File: src/rtl/correlator_scheduler.sv
// ---------------------------------------------------------------------------
// correlator_scheduler
//
// Purpose:
//   Computes the three pairwise correlations (a,b), (a,c) and (b,c) of a
//   10-bit operand triple with one shared combinational correlator. A job is
//   accepted through a start/ready handshake. The pairs are evaluated on three
//   consecutive cycles, and the registered results are presented through a
//   valid/ready handshake. Jobs can run back to back at one every 4 cycles.
//
// Ports:
//   clk            in   1   rising-edge clock
//   rst_n          in   1   synchronous active-low reset
//   start          in   1   request to begin a job with the current a/b/c
//   start_ready    out  1   start is accepted this cycle (comb, no a/b/c path)
//   a, b, c        in   10  operands, sampled only on an accepted start
//   busy           out  1   job in progress (pair evaluation states)
//   out_valid      out  1   results valid, held until out_ready
//   out_ready      in   1   downstream accepts the results
//   ab_correlation out  10  corr(A,B), registered
//   ac_correlation out  10  corr(A,C), registered
//   bc_correlation out  10  corr(B,C), registered
// ---------------------------------------------------------------------------

// Shared combinational correlator: corr = P(x) ^ Q(y), both fixed bit
// permutations of a 10-bit word.
module correlator (
  input  logic [9:0] x,
  input  logic [9:0] y,
  output logic [9:0] corr
);

  logic [9:0] p_x;
  logic [9:0] q_y;

  assign p_x  = {x[9], x[7], x[5], x[3], x[1], x[0], x[2], x[4], x[6], x[8]};
  assign q_y  = {y[4], y[3], y[9], y[8], y[7], y[6], y[5], y[2], y[1], y[0]};
  assign corr = p_x ^ q_y;

endmodule

module correlator_scheduler (
  input  logic       clk,
  input  logic       rst_n,
  input  logic       start,
  output logic       start_ready,
  input  logic [9:0] a,
  input  logic [9:0] b,
  input  logic [9:0] c,
  output logic       busy,
  output logic       out_valid,
  input  logic       out_ready,
  output logic [9:0] ab_correlation,
  output logic [9:0] ac_correlation,
  output logic [9:0] bc_correlation
);

  typedef enum logic [2:0] {
    IDLE = 3'd0,
    AB   = 3'd1,
    AC   = 3'd2,
    BC   = 3'd3,
    DONE = 3'd4
  } state_t;

  state_t     state;
  state_t     next_state;

  logic [9:0] op_a;
  logic [9:0] op_b;
  logic [9:0] op_c;

  logic [9:0] corr_x;
  logic [9:0] corr_y;
  logic [9:0] corr_out;

  logic       capture;

  // Ready depends only on state and out_ready, so there is no combinational
  // path from the operand inputs to start_ready.
  assign start_ready = (state == IDLE) || ((state == DONE) && out_ready);
  assign capture     = start && start_ready;

  correlator u_correlator (
    .x    (corr_x),
    .y    (corr_y),
    .corr (corr_out)
  );

  // Next-state logic and correlator operand select.
  // NOTE: every signal written here gets a default first, so no path through
  // the case statement leaves it unassigned and no latch is inferred.
  always_comb begin
    next_state = state;
    corr_x     = op_a;
    corr_y     = op_b;
    unique case (state)
      IDLE: begin
        if (start) next_state = AB;
      end
      AB: begin
        next_state = AC;
      end
      AC: begin
        corr_y     = op_c;
        next_state = BC;
      end
      BC: begin
        corr_x     = op_b;
        corr_y     = op_c;
        next_state = DONE;
      end
      DONE: begin
        // Handshake completes here; a simultaneous start chains the next job.
        if (out_ready) next_state = start ? AB : IDLE;
      end
      default: begin
        next_state = IDLE;
      end
    endcase
  end

  // State, operand capture and result registers.
  // NOTE: sequential state uses non-blocking assignments only, so every
  // register samples pre-edge values and ordering between blocks is irrelevant.
  always_ff @(posedge clk) begin
    if (!rst_n) begin
      state          <= IDLE;
      busy           <= 1'b0;
      out_valid      <= 1'b0;
      op_a           <= '0;
      op_b           <= '0;
      op_c           <= '0;
      ab_correlation <= '0;
      ac_correlation <= '0;
      bc_correlation <= '0;
    end else begin
      state     <= next_state;
      // Status flags are registered decodes of the next state so they change
      // exactly with the state register.
      busy      <= (next_state == AB) || (next_state == AC) || (next_state == BC);
      out_valid <= (next_state == DONE);

      if (capture) begin
        op_a <= a;
        op_b <= b;
        op_c <= c;
      end

      // One result register written per evaluation state; frozen otherwise.
      case (state)
        AB:      ab_correlation <= corr_out;
        AC:      ac_correlation <= corr_out;
        BC:      bc_correlation <= corr_out;
        default: ;
      endcase
    end
  end

endmodule

File: config.mk
export PLATFORM = sky130hd
export DESIGN_NAME = correlator_scheduler
export DESIGN_NICKNAME = d
export VERILOG_FILES = /design/src/rtl/correlator_scheduler.sv
export SDC_FILE = /design/constraint.sdc
export NUM_CORES = 1
export LEC_CHECK = 0
export ABC_AREA = 1
export BUFFER_PORTS_ARGS = -buffer_cell sky130_fd_sc_hd__buf_2
export CORE_ASPECT_RATIO = 0.75
export CORE_MARGIN = 3
export CORE_UTILIZATION = 45
export DETAILED_ROUTE_END_ITERATION = 7
export PLACE_DENSITY_LB_ADDON = 0.15
export SLEW_MARGIN = 20
export SYNTH_ARGS = -nofsm -noshare
export SYNTH_HDL_FRONTEND = slang
export SYNTH_SLANG_ARGS = --single-unit
File: constraint.sdc
create_clock -name clk -period 2.75 [get_ports clk]
set_clock_uncertainty 0.2 [all_clocks]
set_input_delay 0.4125 -clock clk [delete_from_list [all_inputs] [get_ports clk]]
set_output_delay 0.4125 -clock clk [all_outputs]
set_load 0.01 [all_outputs]
==> impl_metrics.csv <==
group,metric,value,unit
clock_network,cts_tree,"yes",
sta,worstMarginPinSlew,614,ps
clock_network,clockRootBuffer,"clkbuf_8",
power,p_clk_frac,0.372,
sta,finalCritPeriodShare,0.806,
place,gp_congestion,0.833,
yosys,yosys_warnings,0,
sta,rsz0062_at_grt,"false",
sta,whs,130,ps
power,p_leak,1.77,nW
sta,max_freq,0.451,GHz
worst_setup_path,cp.required,2800,ps
drt,drt.antenna.violating_nets,0,
sta,worst_slack,534,ps
yosys,ys_seq_area_frac,0.436,
sta,hold_viol,0,
yosys,syn-cell-area,2980,um^2
clock_network,cts_resized,0,
clock_network,clkTransAtPathRegs,70,ps
clock_network,clock_latency,340,ps
cells_and_area,drive_above_1_share,0.196,
worst_setup_path,slowest_delay,660,ps
drt,drc,0,
power,internal-power,1.76,mW
global_routing,grt_pass1_vias,2750,
worst_setup_path,critical_path_buf_inv_count,2,
clock_network,h-tree-depth,3,
floorplan,rows,25,
cells_and_area,final_area,3550,um^2
power,power,2.48,mW
global_routing,grt_pass1_wl,13200,um
yosys,syn_inst,430,
yosys,syn_nets,464,
worst_setup_path,critPathLaunchType,"register",
global_routing,grt_max_degree,33,
worst_setup_path,crit_start,"state[1]",
drt,routedWlPerCell,13.6,um
drt,dr.pass1.iters,5,
power,pwr_density_cell,699,nW/um^2
sta,min_period,2220,ps
place,post-place-cells,554,
cells_and_area,area_growth,18.9,%
power,seqPwrFrac,0.439,
min_path,min_from,"a[4]",
sta,slew_violations,0,
drt,drt_wl_total,7750,um
cells_and_area,final_util,0.559,
sta,max-slew-margin-rel,0.590,
sta,setup_viol,0,
global_routing,track_usage,0.217,
cells_and_area,final_cell_count_no_fill,570,
clock_network,cts.sinks,65,
yosys,ys_ff_latch,65,
clock_network,cts_max_path_buffers,2,
place,placed_cell_area,3320,um^2
clock_network,post_cts_buffers,0,
run,maxCapViolCount,0,
place,dp_hpwl,5550,um
worst_setup_path,cp_common_cell,"inv_1",
global_routing,gr-total-overflow,0,
worst_setup_path,crit_type,"register to register",
worst_setup_path,arrival,2270,ps
floorplan,initial_core_util,0.470,
power,swShare,0.290,
worst_setup_path,rr_startpoint,"state[1]",
place,dp_slack,587,ps
min_path,hold_class,"input pin to register",
floorplan,dieArea,7650,um^2
worst_setup_path,worstPathCellList,"nand3_2 -> inv_1 -> nand3_1 -> nand2_1 -> inv_1",
floorplan,core,6350,um^2
power,vdd_drop_max,0.374,mV
floorplan,die_h,76.5,um
worst_setup_path,crit_slowest_cell,"dfxtp_1",
drt,drtIter0Drc,166,
drt,routed_via_density,5.12,
cells_and_area,final_net_count,518,
worst_setup_path,cp_max_fo,20,
worst_setup_path,crit_family,"flip-flops",
clock_network,numCtsBuffers,9,
power,comb_power_share,0.189,
cells_and_area,n_antenna_cell,0,
floorplan,io_pins,67,
cells_and_area,num-fill-cells,630,
clock_network,postCtsHoldBufs,0,
status,status,"finished clean",
sta,totalNegativeSetupSlack,0,ps
place,portBuffers,66,
drt,vias,2918,
worst_setup_path,cp-end-kind,"register",
global_routing,antenna_found_initial,0,
power,power_switching,0.720,mW
yosys,syn_area_per_cell,6.94,um^2
floorplan,die_w,100,um
yosys,synth_cell_types,20,
-- flip-flops by register name (all words and copies together), names as in the netlist --
signal          count
op_a               10
out_valid           1
op_c               10
state               3
busy                1
ab_correlation     10
op_b               10
bc_correlation     10
ac_correlation     10
-- tightest hold or removal path, stage by stage --
cell and delay, ps:
buf_2 100, nand3_1 60, a21oi_1 60
-- routing by layer --
layer,global-route usage,wire length [um],part of all wire
met5,0,0,0
met1,0.312,3870,0.50
met4,0.0861,159,0.021
met2,0.308,3210,0.41
met3,0.0558,513,0.066
-- logic make-up (layout without fill, tap and decap cells) --
kind of cell           count (synthesis)  in the layout  synth area share
flip-flops                            65             65             0.436
AO/OA/AOI/OAI                         56             56             0.114
buffers and inverters                 77            136             0.108
AND/OR/NAND/NOR                      232            232             0.341
-- path summary, 6_finish.rpt --
| kind | endpoint | slack [ps] | depth (start not counted) |
|---|---|---|---|
| min reg2reg | op_a[8] | 270 | 2 |
| min | op_a[4] | 130 | 3 |
| max reg2reg | bc_correlation[1] | 530 | 5 |
| max | bc_correlation[1] | 530 | 5 |
-- cell type report --
cell class / instances / area (um^2) / share of cell area
tap: 81 / 101 / 0.0286
inverter: 48 / 180 / 0.0508
clock inverter: 5 / 77.6 / 0.0219
sequential: 65 / 1300 / 0.367
timing repair buffer: 72 / 375 / 0.106
clock buffer: 11 / 151 / 0.0427
multi-input combinational: 288 / 1360 / 0.383
-- power by group through the flow --
stage | Clock [mW] | Sequential, mW | Combinational, mW
final | 0.923 | 1.09 | 0.469
after global placement | 0 | 1.11 | 0.462
after floorplan | 0 | 1.11 | 0.330
after CTS | 0.947 | 1.09 | 0.470
after global routing | 0.983 | 1.10 | 0.535
after detailed placement | 0 | 1.11 | 0.467
-- cell usage after synthesis (all sizes together) --
library cell / instances / area, um^2
a21oi: 33 / 165
a31oi: 1 / 6.26
buf: 19 / 105
clkbuf: 10 / 37.5
clkinv: 1 / 3.75
dfxtp: 65 / 1300
inv: 47 / 176
nand2: 114 / 430
nand3: 85 / 430
nand3b: 1 / 7.51
nand4: 11 / 68.8
nor2: 21 / 81.3
o21a: 21 / 165
o21ai: 1 / 5.00
-- cells in the final DEF, fill, tap and decap left out, drive strengths merged --
| cell type | instances |
|---|---|
| a31oi | 1 |
| bufinv | 2 |
| clkbuf | 11 |
| inv | 47 |
| dfxtp | 65 |
| nand4 | 11 |
| a21oi | 33 |
| o21ai | 1 |
| buf | 72 |
| nand3b | 1 |
| nor2 | 21 |
| nand2 | 114 |
| clkinv | 3 |
| clkinvlp | 1 |
| o21a | 21 |
| nand3 | 85 |
Power figures use the tool's default switching activity.
